### config.mk
export PLATFORM = sky130hd
export DESIGN_NAME = dice_match_controller
export DESIGN_NICKNAME = d
export VERILOG_FILES = /design/src/rtl/dice_pkg.sv /design/src/rtl/button_debouncer.sv /design/src/rtl/dice_match_controller.sv
export SDC_FILE = /design/constraint.sdc
export NUM_CORES = 1
export LEC_CHECK = 0
export CORE_AREA = 3 3 77 79
export CTS_CLUSTER_DIAMETER = 60
export DETAILED_ROUTE_END_ITERATION = 10
export DIE_AREA = 0 0 80 82
export PLACE_DENSITY_LB_ADDON = 0.05
export SKIP_CTS_REPAIR_TIMING = 1
export SYNTH_ARGS = -nofsm -noshare
export SYNTH_HDL_FRONTEND = slang
export SYNTH_SLANG_ARGS = --single-unit
### constraint.sdc
create_clock -name clock -period 2.5 [get_ports clock]
set_input_delay 0.25 -clock clock [delete_from_list [all_inputs] [get_ports clock]]
set_output_delay 0.25 -clock clock [all_outputs]
set_load 0.02 [all_outputs]
### src/rtl/dice_pkg.sv
`default_nettype none
// ============================================================================
//  Module      : dice_pkg
//  Description : Shared types and constants for the dice match controller.
//  Revision    : 1.0  initial release
// ============================================================================
package dice_pkg;

   localparam int SCORE_W = 4;

   localparam logic P1 = 1'b0;
   localparam logic P2 = 1'b1;

   typedef enum logic [2:0] {
      INIT   = 3'd0,
      PLAY   = 3'd1,
      RESULT = 3'd2,
      CLEAR  = 3'd3,
      DONE   = 3'd4
   } match_state_t;

endpackage
`default_nettype wire

### src/rtl/button_debouncer.sv
`default_nettype none
// ============================================================================
//  Module      : button_debouncer
//  Description : Synchronizes an active-low bouncy pushbutton, debounces it
//                and emits a one-cycle pulse on each debounced press.
//  Revision    : 1.0  initial release
// ============================================================================
module button_debouncer #(
   parameter int DEBOUNCE_CYCLES = 50000
) (
   input  logic clock,
   input  logic reset,
   input  logic btn_n,
   output logic press
);

   localparam logic [15:0] CNT_MAX = 16'(DEBOUNCE_CYCLES - 1);

   logic        sync1_q, sync1_d;
   logic        sync2_q, sync2_d;
   logic        level_q, level_d;
   logic [15:0] cnt_q,   cnt_d;
   logic        press_q, press_d;

   // Synchronize, count consecutive differing samples, and detect the 1->0 edge.
   always_comb begin
      sync1_d = btn_n;
      sync2_d = sync1_q;
      level_d = level_q;
      cnt_d   = '0;
      if (sync2_q != level_q) begin
         if (cnt_q == CNT_MAX) begin
            level_d = sync2_q;
         end else begin
            cnt_d = cnt_q + 16'd1;
         end
      end
      press_d = level_q & ~level_d;
   end

   // State registers; reset leaves the button in the released state.
   always_ff @(posedge clock) begin
      if (!reset) begin
         sync1_q <= 1'b1;
         sync2_q <= 1'b1;
         level_q <= 1'b1;
         cnt_q   <= '0;
         press_q <= 1'b0;
      end else begin
         sync1_q <= sync1_d;
         sync2_q <= sync2_d;
         level_q <= level_d;
         cnt_q   <= cnt_d;
         press_q <= press_d;
      end
   end

   assign press = press_q;

endmodule
`default_nettype wire

### src/rtl/dice_match_controller.sv
`default_nettype none
// ============================================================================
//  Module      : dice_match_controller
//  Description : Two-player match sequencer around the dice game FSM: roll
//                pulses, turn alternation, round tallies and match winner.
//  Revision    : 1.0  initial release
// ============================================================================
module dice_match_controller
   import dice_pkg::*;
#(
   parameter int DEBOUNCE_CYCLES = 50000,
   parameter int WIN_TARGET      = 3
) (
   input  logic               clock,
   input  logic               reset,
   input  logic               roll_n,
   input  logic               game_win,
   input  logic               game_loss,
   output logic               game_roll,
   output logic               game_rst_n,
   output logic               player,
   output logic [SCORE_W-1:0] score1,
   output logic [SCORE_W-1:0] score2,
   output logic               match_over,
   output logic               winner
);

   localparam logic [SCORE_W-1:0] TARGET = SCORE_W'(WIN_TARGET);

   match_state_t       state_q, state_d;
   logic               player_q, player_d;
   logic [SCORE_W-1:0] score1_q, score1_d;
   logic [SCORE_W-1:0] score2_q, score2_d;
   logic               winner_q, winner_d;
   logic               game_roll_q, game_roll_d;
   logic               game_rst_n_q, game_rst_n_d;
   logic               match_over_q, match_over_d;

   logic               press;
   logic               outcome;
   logic               round_won;
   logic [SCORE_W-1:0] cur_score;
   logic [SCORE_W-1:0] next_score;

   button_debouncer #(
      .DEBOUNCE_CYCLES(DEBOUNCE_CYCLES)
   ) u_roll_db (
      .clock (clock),
      .reset (reset),
      .btn_n (roll_n),
      .press (press)
   );

   // Next-state and registered-output logic; an outcome takes priority over a press.
   always_comb begin
      state_d      = state_q;
      player_d     = player_q;
      score1_d     = score1_q;
      score2_d     = score2_q;
      winner_d     = winner_q;
      game_roll_d  = 1'b0;
      outcome      = game_win | game_loss;
      round_won    = game_win & ~game_loss;
      cur_score    = (player_q == P1) ? score1_q : score2_q;
      next_score   = (cur_score < TARGET) ? cur_score + {{(SCORE_W-1){1'b0}}, 1'b1} : cur_score;

      unique case (state_q)
         INIT: state_d = PLAY;
         PLAY: begin
            if (outcome) begin
               state_d = RESULT;
               if (round_won) begin
                  if (player_q == P1) score1_d = next_score;
                  else                score2_d = next_score;
                  if (next_score == TARGET) begin
                     state_d  = DONE;
                     winner_d = player_q;
                  end
               end
            end else if (press) begin
               game_roll_d = 1'b1;
            end
         end
         RESULT: if (press) state_d = CLEAR;
         CLEAR: begin
            player_d = ~player_q;
            state_d  = PLAY;
         end
         DONE: begin
            if (press) begin
               state_d  = CLEAR;
               score1_d = '0;
               score2_d = '0;
               player_d = P2;   // toggled back to P1 on the way out of CLEAR
            end
         end
         default: state_d = INIT;
      endcase

      game_rst_n_d = !((state_d == INIT) || (state_d == CLEAR));
      match_over_d = (state_d == DONE);
   end

   // State and output registers with synchronous active-low reset.
   always_ff @(posedge clock) begin
      if (!reset) begin
         state_q      <= INIT;
         player_q     <= P1;
         score1_q     <= '0;
         score2_q     <= '0;
         winner_q     <= 1'b0;
         game_roll_q  <= 1'b0;
         game_rst_n_q <= 1'b0;
         match_over_q <= 1'b0;
      end else begin
         state_q      <= state_d;
         player_q     <= player_d;
         score1_q     <= score1_d;
         score2_q     <= score2_d;
         winner_q     <= winner_d;
         game_roll_q  <= game_roll_d;
         game_rst_n_q <= game_rst_n_d;
         match_over_q <= match_over_d;
      end
   end

   assign game_roll  = game_roll_q;
   assign game_rst_n = game_rst_n_q;
   assign player     = player_q;
   assign score1     = score1_q;
   assign score2     = score2_q;
   assign match_over = match_over_q;
   assign winner     = winner_q;

endmodule
`default_nettype wire

**After elaboration in Yosys (flattened, before gate mapping)**

Cells that the tools add are included.

- Add/subtract/negate cells: 2
- $mul: 0
- Divide/modulo/power cells: 0
- Order comparisons: 1
- Equal/unequal tests: 14
- Shift operators: 0
- Multiplexer cells: 21
- Bitwise operators: 9
- Reductions and logical operators: 14

Operators with widths:

| kind | number |
|---|---|
| 2-to-1 mux 4 bit | 9 |
| adder 16 x 1 -> 16 bit (second input constant) | 1 |
| == test 16 bit (second input constant) | 1 |
| one-hot mux 4 bit (2 select lines) | 2 |
| 2-to-1 mux 3 bit | 4 |
| AND reduction 5 bit | 2 |
| == test 3 x 2 -> 1 bit (second input constant) | 3 |
| one-hot mux 3 bit (3 select lines) | 1 |
| != test 2 bit (second input constant) | 4 |
| == test 3 bit (second input constant) | 2 |
| zero test 3 bit | 2 |
| NOT 1 bit | 6 |
| OR reduction 3 bit | 2 |
| adder 4 x 1 -> 4 bit (second input constant) | 1 |
| == test 4 x 2 -> 1 bit (second input constant) | 1 |
| less-than comparator 4 x 2 -> 1 bit (second input constant) | 1 |
| 2-to-1 mux 1 bit | 4 |
| AND reduction 4 bit | 1 |
| nonzero test 2 bit | 2 |
| OR reduction 2 bit | 2 |
| == test 3 x 1 -> 1 bit (second input constant) | 1 |
| AND 1 bit | 2 |
| != test 2 x 1 -> 1 bit (second input constant) | 1 |
| one-hot mux 1 bit (2 select lines) | 1 |
| 5 further kinds | 5 |

- Bits in registers: 36
- Bits in latches: 0
- Bits in writable memories: 0
- Bits in read-only memories: 0
- Input port bits: 5
- Output and inout bits: 13
- Word-level logic and storage cells: 74
- Memories: 0

**Logic depth before layout (Yosys ltp)**

- Depth in word-level cells: 11
- Mapped depth: 8
- Depth with buffers taken out: 7

**By module**

A second synthesis with hierarchy kept.

- Cell total of the unflattened synthesis: 190
- Area, all modules: 1702.9 um^2

By module, submodules not included:

| module | instances | cells an instance | area each (um^2) | sequential area each (um^2) |
|---|---|---|---|---|
| dice_match_controller | 1 | 97 | 855.8 | 320.3 |
| button_debouncer | 1 | 93 | 847.1 | 400.4 |

**Worst setup path after synthesis**

Ideal clock, no wire load.

- Kind: flip-flop to flip-flop
- From: reg player_q, in the netlist player
- To: reg state_q[1]
- Arrival: 2.132 ns
- Setup slack: 0.231 ns
- Cell stages (with the launch flop): 9
- Buffers on the path: 1
- Period minus slack after synthesis: 2.269 ns
- Cells stage by stage: dfxtp_1 -> buf_2 -> mux2_1 -> ha_1 -> inv_1 -> o311a_1 -> o21a_1 -> o211ai_2 -> o311ai_1

- Word-level cells in the longest chain between the ends: 8

RTL lines:

| what | line | source |
|---|---|---|
| start, declared | dice_match_controller.sv:31 | `logic player_q, player_d;` |
| start signal, assigned | dice_match_controller.sv:117 | `player_q <= player_d;` |
| 2-to-1 mux 4 bit (*) | dice_match_controller.sv:64 | `cur_score = (player_q == P1) ? score1_q : score2_q;` |
| adder 4 x 1 -> 4 bit or less-than comparator 4 x 2 -> 1 bit (tied branches) | dice_match_controller.sv:65 | `next_score = (cur_score < TARGET) ? cur_score + {{(SCORE_W-1){1'b0}}, 1'b1} : cur_score;` |
| 2-to-1 mux 4 bit (*) | dice_match_controller.sv:65 |  |
| == test 4 x 2 -> 1 bit (*) | dice_match_controller.sv:75 | `if (next_score == TARGET) begin` |
| 2-to-1 mux 3 bit (*) | dice_match_controller.sv:75 |  |
| 2-to-1 mux 3 bit (*) | dice_match_controller.sv:72 | `if (round_won) begin` |
| 2-to-1 mux 3 bit (*) | dice_match_controller.sv:70 | `if (outcome) begin` |
| one-hot mux 3 bit (3 select lines) (*) | dice_match_controller.sv:67 | `unique case (state_q)` |
| end signal, assigned | dice_match_controller.sv:116 | `state_q <= state_d;` |
| end, declared | dice_match_controller.sv:30 | `match_state_t state_q, state_d;` |

Every way passes the cells marked *; elsewhere a longest branch is shown, timed or not.
A chain may end at the register's enable or synchronous reset.

**Worst setup path in the final report**

- From: reg player_q, in the netlist player
- To: reg winner_q, in the netlist winner

- Word-level cells in the longest chain between the ends: 5

RTL lines:

| what | line | source |
|---|---|---|
| 2-to-1 mux 4 bit | dice_match_controller.sv:64 |  |
| adder 4 x 1 -> 4 bit or less-than comparator 4 x 2 -> 1 bit (tied branches) | dice_match_controller.sv:65 |  |
| 2-to-1 mux 4 bit | dice_match_controller.sv:65 |  |
| == test 4 x 2 -> 1 bit | dice_match_controller.sv:75 |  |
| AND reduction 4 bit (no line) | n/a |  |
| end signal, assigned | dice_match_controller.sv:120 | `winner_q <= winner_d;` |
| end, declared | dice_match_controller.sv:34 | `logic winner_q, winner_d;` |

Parallel ways exist; a longest one is shown, timed or not.

==> results.cfg <==
[logic_synthesis]
synth.avg_cell_area_um2 = 8.91
ys_warn_count = 0
synth_seq_cells = 36
ys_types = 41
syn_area_um2 = 1590
syn_nets = 186
yosysSeqAreaShare = 0.452
async_flop_share = 0
synth_edf_count = 0
synth_ff_type = dfxtp_1
syn_inst = 179

[final_layout]
nNetsFinal = 207
diodes = 0
fill_cells = 562
regArea_um2 = 721
finalNonFillerCells = 273
syn_to_final_growth_pct = 22.9
layout_common_cells = dfxtp_1 (36), nor2_1 (30), nand2_1 (18), clkdlybuf4s50_1 (17)
drive_gt1_frac = 0.0846
multi_input_area_um2 = 833
final_common_cell = dfxtp_1

[timing]
worst-slew-pin-transition_ns = 0.616
relSlewSlack = 0.588
max_clock_freq_ghz = 0.480
skew_ns = 0.00639
slew_viol_final = 0
fin_setup_tns_ns = 0
setup_viol = 0
whs_ns = 0.415
fin_crit_ns = 2.08
finalHoldViolations = 0
rsz0062_at_grt = false
post-route-period-util = 0.834
setup_slack_ns = 0.416

[hold_path]
holdPathStages = 1
min_to = u_roll_db.sync2_q$_SDFF_PN1_
hold_start = u_roll_db.sync1_q$_SDFF_PN1_
hold_class = reg2reg

[grt]
overflow = 0
antenna_found_initial = 0
grt_pass1_vias = 1219
grt_max_degree = 18
grt_use_total = 0.109
grt_first_pass_wirelength_um = 5490

[status]
status = complete, no violations

[setup_path]
r2r_start = player$_SDFFE_PN0P_
r2r-end = winner$_SDFFE_PN0P_
crit_type = reg2reg
r2r_cells = 7
cp.arrival_ns = 2.27
cp_max_fo = 3
worst_ep_required_time_ns = 2.68
crit_path_end_kind = flip-flop
reg2reg_slack_ns = 0.42
worstSetupStartpointType = flip-flop

[clock_tree]
clkTransAtPathRegs_ns = 0.08
clock_latency_ns = 0.28
cts.sinks = 36
cts_max_path_buffers = 2
tritoncts = yes
root_buffer = clkbuf_8
numCtsBuffers = 5
htreeDepth = 2

[route]
drt-initial-drc-count = 45
route.detailed.drc = 0
firstDrtPassIters = 4
drt_wl_total_um = 3310
post_drt_via_cell_ratio = 4.68
routedWlPerCell_um = 12.1
detail-route-antenna-nets = 0
vias = 1279

[power]
pwr_density_cell_nw_per_um2 = 632
ir_drop_v = 0.000293
p_leak_nw = 0.680
p_total_mw = 1.24

[floorplan]
dieArea_um2 = 6560
initial_utilization = 0.295
rows = 27
io_pins = 18
coreArea_um2 = 5410
die_x_um = 80
die_h_um = 82

[placement]
pre_cts_slack_ns = 0.422
dp_cells = 265
hpwl_um = 2460
place_congestion = 0.781
io_buffers = 17

[flow_run]
maxCapViolations = 0
==> layer usage <==
metal / track usage / vias up / part of all wire / wire length [µm]
li1: - / 658 / - / -
met1: 0.128 / 591 / 0.48 / 1600
met2: 0.175 / 28 / 0.46 / 1520
met3: 0.0417 / 2 / 0.049 / 161
met4: 0.0507 / 0 / 0.0088 / 29
met5: 0 / - / 0 / 0
==> worst max path at each step <==
stage               slack [ns]                     to  cells after the start                start
detailed placement        0.42    winner$_SDFFE_PN0P_                      7  player$_SDFFE_PN0P_
finish                    0.42    winner$_SDFFE_PN0P_                      7  player$_SDFFE_PN0P_
global route              0.29  state_q[1]$_SDFF_PN0_                      7  player$_SDFFE_PN0P_
CTS                       0.42    winner$_SDFFE_PN0P_                      7  player$_SDFFE_PN0P_
floorplan                 0.23  state_q[1]$_SDFF_PN0_                      8  player$_SDFFE_PN0P_
global placement          0.48  state_q[1]$_SDFF_PN0_                      7  player$_SDFFE_PN0P_
==> power breakdown <==
part / switching (mW) / internal (mW)
registers: 0.0184 / 0.587
clock network: 0.210 / 0.295
logic: 0.0686 / 0.0596
total: 0.297 / 0.942
==> cell type report <==
cell class | instances | share of cell area
clock buffer | 5 | 0.0351
tap | 72 | 0.0460
inverter | 5 | 0.00958
timing repair buffer | 19 | 0.0945
multi-input combinational | 133 | 0.425
sequential | 36 | 0.368
clock inverter | 3 | 0.0217
==> logic make-up after synthesis <==
logic type / Yosys count / synth area share
fa+ha+maj: 2 / 0.0157
mux: 4 / 0.0267
buf+inv: 10 / 0.0251
flops: 36 / 0.452
compound gates: 20 / 0.0997
simple gates: 91 / 0.293
xor+xnor: 16 / 0.0879
==> Yosys cell counts, drive strengths merged, types with 3 or more instances <==
master,instances,area [µm²]
xnor2,8,70.1
nor2,30,113
nor3b,3,22.5
nand4,5,31.3
buf,3,13.8
xor2,8,70.1
nand3,6,30.0
nand2,18,67.6
o22ai,6,50.0
nand2b,6,37.5
and2,4,25.0
o21a,3,23.8
dfxtp,36,721
nor3,5,36.3
inv,5,18.8
and3,4,25.0
==> stage by stage <==
stage / utilization / instance area, µm²
2_1_floorplan: - / 1590
3_3_place_gp: 0.342 / 1850
3_5_place_dp: 0.342 / 1850
4_1_cts: 0.363 / 1960
5_1_grt: 0.363 / 1960
6_report: 0.363 / 1960
==> registers in the layout, summed over array words and instances, names as in the netlist <==
| register | flops |
|---|---|
| game_roll | 1 |
| game_rst_n | 1 |
| match_over | 1 |
| player | 1 |
| score1 | 4 |
| score2 | 4 |
| state_q | 3 |
| u_roll_db.cnt_q | 16 |
| u_roll_db.level_q | 1 |
| u_roll_db.press | 1 |
| u_roll_db.sync1_q | 1 |
| u_roll_db.sync2_q | 1 |
| winner | 1 |
==> worst max-delay path, stage by stage, from the launching register on <==
cell and delay, ns:
dfxtp_1 0.37, mux2_2 0.38, ha_1 0.31, inv_1 0.05
o311a_1 0.37, nor3_4 0.26, mux2i_1 0.21, nor2_1 0.05
No activity file was read; power rests on OpenSTA's default activity.
